==> config.mk <==
export PLATFORM = sky130hd
export DESIGN_NAME = spi_cmd_scheduler_flat
export DESIGN_NICKNAME = d
export VERILOG_FILES = /design/src/rtl/spi_cmd_scheduler_if.sv /design/src/rtl/spi_cmd_scheduler.sv /design/src/flat_wrapper.sv
export SDC_FILE = /design/constraint.sdc
export NUM_CORES = 1
export LEC_CHECK = 0
export CAP_MARGIN = 30
export CORE_MARGIN = 2
export CORE_UTILIZATION = 45
export DETAILED_ROUTE_END_ITERATION = 12
export MAX_ROUTING_LAYER = met4
export PLACE_DENSITY = 0.87
export SLEW_MARGIN = 10
export SYNTH_ARGS = -nofsm -noshare
export SYNTH_HDL_FRONTEND = slang
export SYNTH_SLANG_ARGS = --single-unit
==> constraint.sdc <==
create_clock -name clk -period 2.5 [get_ports clk]
set_input_delay 0.5 -clock clk [delete_from_list [all_inputs] [get_ports clk]]
set_output_delay 0.5 -clock clk [all_outputs]
set_load 0.01 [all_outputs]
==> src/rtl/spi_cmd_scheduler_if.sv <==
// Requester handshake plus SPI driver command bus for spi_cmd_scheduler.
// The slave modport is the scheduler's view; master is the surrounding system.
interface spi_cmd_scheduler_if #(
  parameter int REG_WIDTH = 8
);
  // Requester side; bit i / slice i belongs to requester i.
  logic [1:0]             req_valid;
  logic [1:0]             req_ready;
  logic [1:0]             req_is_write;
  logic [2*REG_WIDTH-1:0] req_addr;
  logic [2*REG_WIDTH-1:0] req_wdata;
  logic [15:0]            req_num_regs;
  logic                   done;
  logic                   done_id;
  logic                   done_err;
  logic                   busy;

  // SPI driver side.
  logic                   new_command;
  logic                   is_write;
  logic [REG_WIDTH-1:0]   write_register_addr;
  logic [REG_WIDTH-1:0]   write_data;
  logic [7:0]             start_read_register_addr;
  logic [7:0]             num_regs_to_read;
  logic                   write_complete;
  logic                   read_complete;

  modport slave (
    input  req_valid, req_is_write, req_addr, req_wdata, req_num_regs,
    input  write_complete, read_complete,
    output req_ready, done, done_id, done_err, busy,
    output new_command, is_write, write_register_addr, write_data,
    output start_read_register_addr, num_regs_to_read
  );

  modport master (
    output req_valid, req_is_write, req_addr, req_wdata, req_num_regs,
    output write_complete, read_complete,
    input  req_ready, done, done_id, done_err, busy,
    input  new_command, is_write, write_register_addr, write_data,
    input  start_read_register_addr, num_regs_to_read
  );
endinterface

==> src/rtl/spi_cmd_scheduler.sv <==
// Two-requester round-robin scheduler that sequences one command at a time onto
// the SPI driver, with per-command completion/timeout reporting.
module spi_cmd_scheduler #(
  parameter int REG_WIDTH      = 8,
  parameter int TIMEOUT_CYCLES = 4096,
  parameter int CNT_WIDTH      = 13
) (
  input  logic                    clk,
  input  logic                    rstn,
  spi_cmd_scheduler_if.slave      bus
);

  typedef enum logic [1:0] {
    IDLE  = 2'd0,
    ISSUE = 2'd1,
    WAIT  = 2'd2,
    DONE  = 2'd3
  } state_t;

  state_t                 state_q;
  logic                   last_grant_q;
  logic                   owner_q;
  logic [CNT_WIDTH-1:0]   cnt_q;
  logic [CNT_WIDTH-1:0]   cnt_d;

  logic                   new_command_q;
  logic                   done_q;
  logic                   done_id_q;
  logic                   done_err_q;
  logic                   busy_q;
  logic                   is_write_q;
  logic [REG_WIDTH-1:0]   write_register_addr_q;
  logic [REG_WIDTH-1:0]   write_data_q;
  logic [7:0]             start_read_register_addr_q;
  logic [7:0]             num_regs_to_read_q;

  logic [REG_WIDTH-1:0]   req_addr_a  [2];
  logic [REG_WIDTH-1:0]   req_wdata_a [2];
  logic [7:0]             req_nregs_a [2];

  logic                   grant_valid;
  logic                   grant_id;
  logic                   grant_zero_len;
  logic                   complete_match;
  logic                   timeout_hit;

  generate
    for (genvar gi = 0; gi < 2; gi++) begin : g_unpack
      assign req_addr_a[gi]  = bus.req_addr[gi*REG_WIDTH +: REG_WIDTH];
      assign req_wdata_a[gi] = bus.req_wdata[gi*REG_WIDTH +: REG_WIDTH];
      assign req_nregs_a[gi] = bus.req_num_regs[gi*8 +: 8];
    end
  endgenerate

  // Round-robin grant: a lone requester always wins, on contention the one
  // that did not win last time goes next.
  always_comb begin
    grant_valid = 1'b0;
    grant_id    = 1'b0;
    if (state_q == IDLE) begin
      case (bus.req_valid)
        2'b01: begin
          grant_valid = 1'b1;
          grant_id    = 1'b0;
        end
        2'b10: begin
          grant_valid = 1'b1;
          grant_id    = 1'b1;
        end
        2'b11: begin
          grant_valid = 1'b1;
          grant_id    = ~last_grant_q;
        end
        default: begin
          grant_valid = 1'b0;
          grant_id    = 1'b0;
        end
      endcase
    end
  end

  assign bus.req_ready = {grant_valid & grant_id, grant_valid & ~grant_id};

  // A zero-length read has nothing to send, so it completes without the driver.
  assign grant_zero_len = ~bus.req_is_write[grant_id] && (req_nregs_a[grant_id] == 8'd0);

  // Only the completion matching the latched direction counts.
  assign complete_match = is_write_q ? bus.write_complete : bus.read_complete;
  assign cnt_d          = cnt_q + 1'b1;
  assign timeout_hit    = (cnt_d == CNT_WIDTH'(TIMEOUT_CYCLES - 1));

  always_ff @(posedge clk or negedge rstn) begin
    if (!rstn) begin
      state_q                    <= IDLE;
      last_grant_q               <= 1'b1;
      owner_q                    <= 1'b0;
      cnt_q                      <= '0;
      new_command_q              <= 1'b0;
      done_q                     <= 1'b0;
      done_id_q                  <= 1'b0;
      done_err_q                 <= 1'b0;
      busy_q                     <= 1'b0;
      is_write_q                 <= 1'b0;
      write_register_addr_q      <= '0;
      write_data_q               <= '0;
      start_read_register_addr_q <= '0;
      num_regs_to_read_q         <= '0;
    end else begin
      new_command_q <= 1'b0;
      done_q        <= 1'b0;
      case (state_q)
        IDLE: begin
          if (grant_valid) begin
            owner_q                    <= grant_id;
            last_grant_q               <= grant_id;
            busy_q                     <= 1'b1;
            is_write_q                 <= bus.req_is_write[grant_id];
            write_register_addr_q      <= req_addr_a[grant_id];
            write_data_q               <= req_wdata_a[grant_id];
            start_read_register_addr_q <= 8'(req_addr_a[grant_id]);
            num_regs_to_read_q         <= req_nregs_a[grant_id];
            if (grant_zero_len) begin
              state_q    <= DONE;
              done_q     <= 1'b1;
              done_id_q  <= grant_id;
              done_err_q <= 1'b0;
            end else begin
              state_q       <= ISSUE;
              new_command_q <= 1'b1;
            end
          end
        end
        ISSUE: begin
          cnt_q   <= '0;
          state_q <= WAIT;
        end
        WAIT: begin
          cnt_q <= cnt_d;
          // A completion on the final cycle beats the timeout.
          if (complete_match || timeout_hit) begin
            state_q    <= DONE;
            done_q     <= 1'b1;
            done_id_q  <= owner_q;
            done_err_q <= ~complete_match;
          end
        end
        DONE: begin
          state_q    <= IDLE;
          busy_q     <= 1'b0;
          done_id_q  <= 1'b0;
          done_err_q <= 1'b0;
        end
        default: begin
          state_q <= IDLE;
          busy_q  <= 1'b0;
        end
      endcase
    end
  end

  assign bus.new_command              = new_command_q;
  assign bus.done                     = done_q;
  assign bus.done_id                  = done_id_q;
  assign bus.done_err                 = done_err_q;
  assign bus.busy                     = busy_q;
  assign bus.is_write                 = is_write_q;
  assign bus.write_register_addr      = write_register_addr_q;
  assign bus.write_data               = write_data_q;
  assign bus.start_read_register_addr = start_read_register_addr_q;
  assign bus.num_regs_to_read         = num_regs_to_read_q;

  a_ready_onehot0 : assert property (@(posedge clk) disable iff (!rstn)
    $onehot0(bus.req_ready));
  a_pulse_exclusive : assert property (@(posedge clk) disable iff (!rstn)
    !(bus.new_command && bus.done));

endmodule

==> src/flat_wrapper.sv <==
// flat-port wrapper written by rule: the top's interface ports become plain ports
module spi_cmd_scheduler_flat 
#(
  parameter int REG_WIDTH      = 8,
  parameter int TIMEOUT_CYCLES = 4096,
  parameter int CNT_WIDTH      = 13
)
  (clk, rstn, bus_req_valid, bus_req_is_write, bus_req_addr, bus_req_wdata, bus_req_num_regs, bus_write_complete, bus_read_complete, bus_req_ready, bus_done, bus_done_id, bus_done_err, bus_busy, bus_new_command, bus_is_write, bus_write_register_addr, bus_write_data, bus_start_read_register_addr, bus_num_regs_to_read);
  spi_cmd_scheduler_if #(.REG_WIDTH(REG_WIDTH)) bus_i ();
  input  logic clk;
  input  logic rstn;
  input wire logic [$bits(bus_i.req_valid)-1:0] bus_req_valid;
  input wire logic [$bits(bus_i.req_is_write)-1:0] bus_req_is_write;
  input wire logic [$bits(bus_i.req_addr)-1:0] bus_req_addr;
  input wire logic [$bits(bus_i.req_wdata)-1:0] bus_req_wdata;
  input wire logic [$bits(bus_i.req_num_regs)-1:0] bus_req_num_regs;
  input wire logic [$bits(bus_i.write_complete)-1:0] bus_write_complete;
  input wire logic [$bits(bus_i.read_complete)-1:0] bus_read_complete;
  output wire logic [$bits(bus_i.req_ready)-1:0] bus_req_ready;
  output wire logic [$bits(bus_i.done)-1:0] bus_done;
  output wire logic [$bits(bus_i.done_id)-1:0] bus_done_id;
  output wire logic [$bits(bus_i.done_err)-1:0] bus_done_err;
  output wire logic [$bits(bus_i.busy)-1:0] bus_busy;
  output wire logic [$bits(bus_i.new_command)-1:0] bus_new_command;
  output wire logic [$bits(bus_i.is_write)-1:0] bus_is_write;
  output wire logic [$bits(bus_i.write_register_addr)-1:0] bus_write_register_addr;
  output wire logic [$bits(bus_i.write_data)-1:0] bus_write_data;
  output wire logic [$bits(bus_i.start_read_register_addr)-1:0] bus_start_read_register_addr;
  output wire logic [$bits(bus_i.num_regs_to_read)-1:0] bus_num_regs_to_read;
  assign bus_i.req_valid = bus_req_valid;
  assign bus_i.req_is_write = bus_req_is_write;
  assign bus_i.req_addr = bus_req_addr;
  assign bus_i.req_wdata = bus_req_wdata;
  assign bus_i.req_num_regs = bus_req_num_regs;
  assign bus_i.write_complete = bus_write_complete;
  assign bus_i.read_complete = bus_read_complete;
  assign bus_req_ready = bus_i.req_ready;
  assign bus_done = bus_i.done;
  assign bus_done_id = bus_i.done_id;
  assign bus_done_err = bus_i.done_err;
  assign bus_busy = bus_i.busy;
  assign bus_new_command = bus_i.new_command;
  assign bus_is_write = bus_i.is_write;
  assign bus_write_register_addr = bus_i.write_register_addr;
  assign bus_write_data = bus_i.write_data;
  assign bus_start_read_register_addr = bus_i.start_read_register_addr;
  assign bus_num_regs_to_read = bus_i.num_regs_to_read;
  spi_cmd_scheduler #(.REG_WIDTH(REG_WIDTH), .TIMEOUT_CYCLES(TIMEOUT_CYCLES), .CNT_WIDTH(CNT_WIDTH)) u_core (.clk(clk), .rstn(rstn), .bus(bus_i));
endmodule
==> metrics.md <==
| Metric | Value |
|---|---|
| Clock Latency Late Sink | `0.30 ns` |
| Least-Margin Pin Slew | `0.7259 ns` |
| Area Overhead vs Synth | `42.21%` |
| Post-Syn Area | `roughly 2600 um^2` |
| Vias in the first global route | `2,517` |
| Fin crit share | `0.9403` |
| Startpoint types | `flip-flop` |
| First-pass GRT wire length | `11,630 um` |
| #FFs+latches synth | `47` |
| CTS Buffer Depth | `2` |
| Kind of critical path | `flip-flop to flip-flop` |
| Core area | `roughly 5500 um^2` |
| CTS tree | `yes` |
| WL per Instance | `15.28 um` |
| Drc violations | `0` |
| Inst Count DP | `approximately 460` |
| Syn nets | `about 370` |
| Worst setup EP type | `flip-flop` |
| Commonest cells after routing, fill and taps aside | `clkdlybuf4s50_1 (93), nand2_1 (47), dfrtp_1 (46)` |
| Setup Viol. Count Final | `0` |
| Post-synth EDFFs | `0` |
| DRT met1 WL | `2972 um` |
| Die Y | `~80 um` |
| FMAX | `0.4254 GHz` |
| DRT Pass-1 Iters | `4` |
| Setup TNS after final layout | `0 ns` |
| Clk sinks | `47` |
| Die width | `80.05 um` |
| VDD IR max | `approximately 0.00066 V` |
| Synth cell types | `49` |
| Total congestion overflow | `0` |
| Final wirelength | `7211 um` |
| GPL Wtd Cong | `0.8668` |
| Non-filler cells, final | `472` |
| Fin. max-slew vios | `0` |
| Met3 WL | `356 um` |
| DPL Wire Length | `5561 um` |
| Total of max-cap violations | `0` |
| Min cycle time layout | `2.351 ns` |
| Clock Power Share | `0.123` |
| Initial Util | `0.4697` |
| Post-CTS Hold Buffers | `0` |
| Cell Rows | `27` |
| Post-synth ARST share | `1.000` |
| Ys Warns | `0` |
| Status | `finished clean` |
| Hold Violations, Final | `0` |
| Worst EP required | `2.70 ns` |
| DRT antenna net count | `0` |
| Iter 0 DRT Violations | `148` |
| DR top layer | `met4` |
| Vias | `2,581` |
| # diodes | `0` |
| Syn avg cell area | `8.422 um^2` |
| Final Net Count | `461` |
| CTS Root Cell | `clkbuf_8` |
| GRT Total Usage | `0.2405` |
| IO Port Bufs | `95` |
| Clock transition at the registers of the reported paths | `0.09 ns` |
| Number of buffers created by CTS | `5` |
| Most common cell after layout, fill and taps aside | `clkdlybuf4s50_1` |
| Post-synth top flop | `dfrtp_1` |
| Gate Count Post-Synth | `309` |
| Combinational group share of total power | `0.550` |
| RSZ-0062 raised after global routing | `no` |
| Layout cells sized above 1 | `0.08000` |
| Finished Core Util | `0.6680` |
| Largest net degree at the start of global routing | `34` |
| Internal power | `2283 uW` |
| Pleak | `0.001495 uW` |
| Slew Limit Headroom | `0.5161` |
| Critical path peak fanout | `7` |
| Wire length on met2 | `approximately 3700 um` |
| Sequential share of the synthesized area | `0.4524` |
| Power Dens Cells | `about 1000 nW/um^2` |
| Worst Clk Skew | `0.008698 ns` |
| # H-tree levels | `2` |
| Crit path DAT | `2.55 ns` |
| Total power | `3780 uW` |
| Hold WC Path Type | `input pin to asynchronous set/reset pin` |
| Part of the power in registers | `0.327` |
| Switching power | `1497 uW` |
| DR vias/cell | `5.468` |
| Die footprint | `6408 um^2` |
| Switch share | `0.3961` |
| Antenna violations before repair | `0` |
| I/O pins | `96` |
cell usage after synthesis, types with 2 or more instances:
library cell / n / area (um^2)
a21oi_1: 27 / 135.1
a31oi_1: 10 / 62.56
buf_2: 2 / 10.01
clkbuf_1: 11 / 41.29
o2bb2ai_1: 2 / 17.52
buf_1: 2 / 7.510
buf_4: 8 / 60.06
nand3_1: 8 / 40.04
o22ai_1: 4 / 25.02
o31ai_1: 2 / 15.01
or3_1: 3 / 18.77
and2_1: 2 / 12.51
nor3_1: 4 / 20.02
o21a_1: 2 / 15.01
inv_1: 13 / 48.80
a22o_1: 2 / 17.52
nand4_1: 3 / 18.77
or4_1: 2 / 15.01
xnor2_1: 2 / 17.52
o21ai_0: 29 / 145.1
nor2_1: 36 / 135.1
dfrtp_1: 46 / 1151
mux2i_1: 5 / 50.05
ha_1: 6 / 75.07
nor4_1: 8 / 50.05
nand2_1: 47 / 176.4
worst max-delay path, cell delays in order (launching register included):
cell      delay, ns
dfrtp_1        0.42
ha_1           0.32
nand2_1        0.23
nor4_1         0.37
a311oi_2       0.11
a211oi_4       0.36
o21ai_2        0.13
mux2_4         0.31
flip-flops by register name, indices dropped and copies added, names as in the netlist:
register,cells
u_core.bus.write_data,8
u_core.bus.start_read_register_addr,8
u_core.bus.num_regs_to_read,8
u_core.bus.done,1
u_core.state_q,2
u_core.bus.done_err,1
u_core.last_grant_q,1
u_core.bus.is_write,1
u_core.owner_q,1
u_core.bus.new_command,1
u_core.bus.done_id,1
u_core.bus.busy,1
u_core.cnt_q,13
power by group through the flow:
stage / Clock [uW] / Combinational [uW] / Sequential (uW)
2_1_floorplan: 0 / 1010 / 1320
3_3_place_gp: 0 / 2000 / 1230
3_5_place_dp: 0 / 2060 / 1250
4_1_cts: 472 / 2060 / 1240
5_1_grt: 520 / 2260 / 1270
6_report: 466 / 2080 / 1240
worst paths after layout:
| check | start | endpoint | slack, ns | cells after the start |
|---|---|---|---|---|
| setup / recovery | u_core.cnt_q[1] | u_core.state_q[1] | 0.15 | 7 |
| hold / removal | rstn | u_core.bus.write_data[2] | 0.25 | 1 |
| setup reg to reg | u_core.cnt_q[1] | u_core.state_q[1] | 0.15 | 7 |
| hold reg to reg | u_core.bus.write_data[6] | u_core.bus.write_data[6] | 0.49 | 2 |
| max in group asynchronous | rstn | u_core.cnt_q[1] | 1.65 | 2 |
| min in group clk | u_core.bus.write_data[6] | u_core.bus.write_data[6] | 0.49 | 2 |
kinds of logic after synthesis:
logic type,share of synthesized area
compound gates,0.2034
xor+xnor,0.006732
fa+ha+maj,0.02885
buf+inv,0.07164
flops,0.4524
mux,0.02933
simple gates,0.2077
stage by stage:
| step | hold WS [ns] | worst slack, ns | cell area, um^2 |
|---|---|---|---|
| floorplan | 0.2044 | 0.3653 | 2603 |
| global placement | 0.4628 | 0.04835 | 3601 |
| detailed placement | 0.4692 | -0.01588 | 3601 |
| CTS | 0.2658 | 0.08242 | 3691 |
| global route | 0.3006 | 0.02527 | 3701 |
| finish | 0.2456 | 0.1493 | 3701 |
cell type report:
class                           count  area (um^2)
Clock buffer                        6        72.57
Inverter                           15        56.30
Clock inverter                      2        16.27
Fill cell                         454         1839
Timing Repair Buffer              107         1035
Multi-Input combinational cell    223         1254
Sequential cell                    47         1177
Tap cell                           72        90.09
routing by layer:
| metal | GRT usage | vias to the layer above |
|---|---|---|
| met4 | 0.07966 | 0 |
| met3 | 0.05618 | 18 |
| met5 | - | - |
| met1 | 0.2859 | 1222 |
| li1 | - | 1248 |
| met2 | 0.4042 | 93 |
timing repair:
action,in CTS,in global routing
endpoints found under the hold margin,0,0
gates resized for setup,2,1
setup endpoints to repair,2,1
setup buffers,0,0
(Power assumes the default switching activity.)
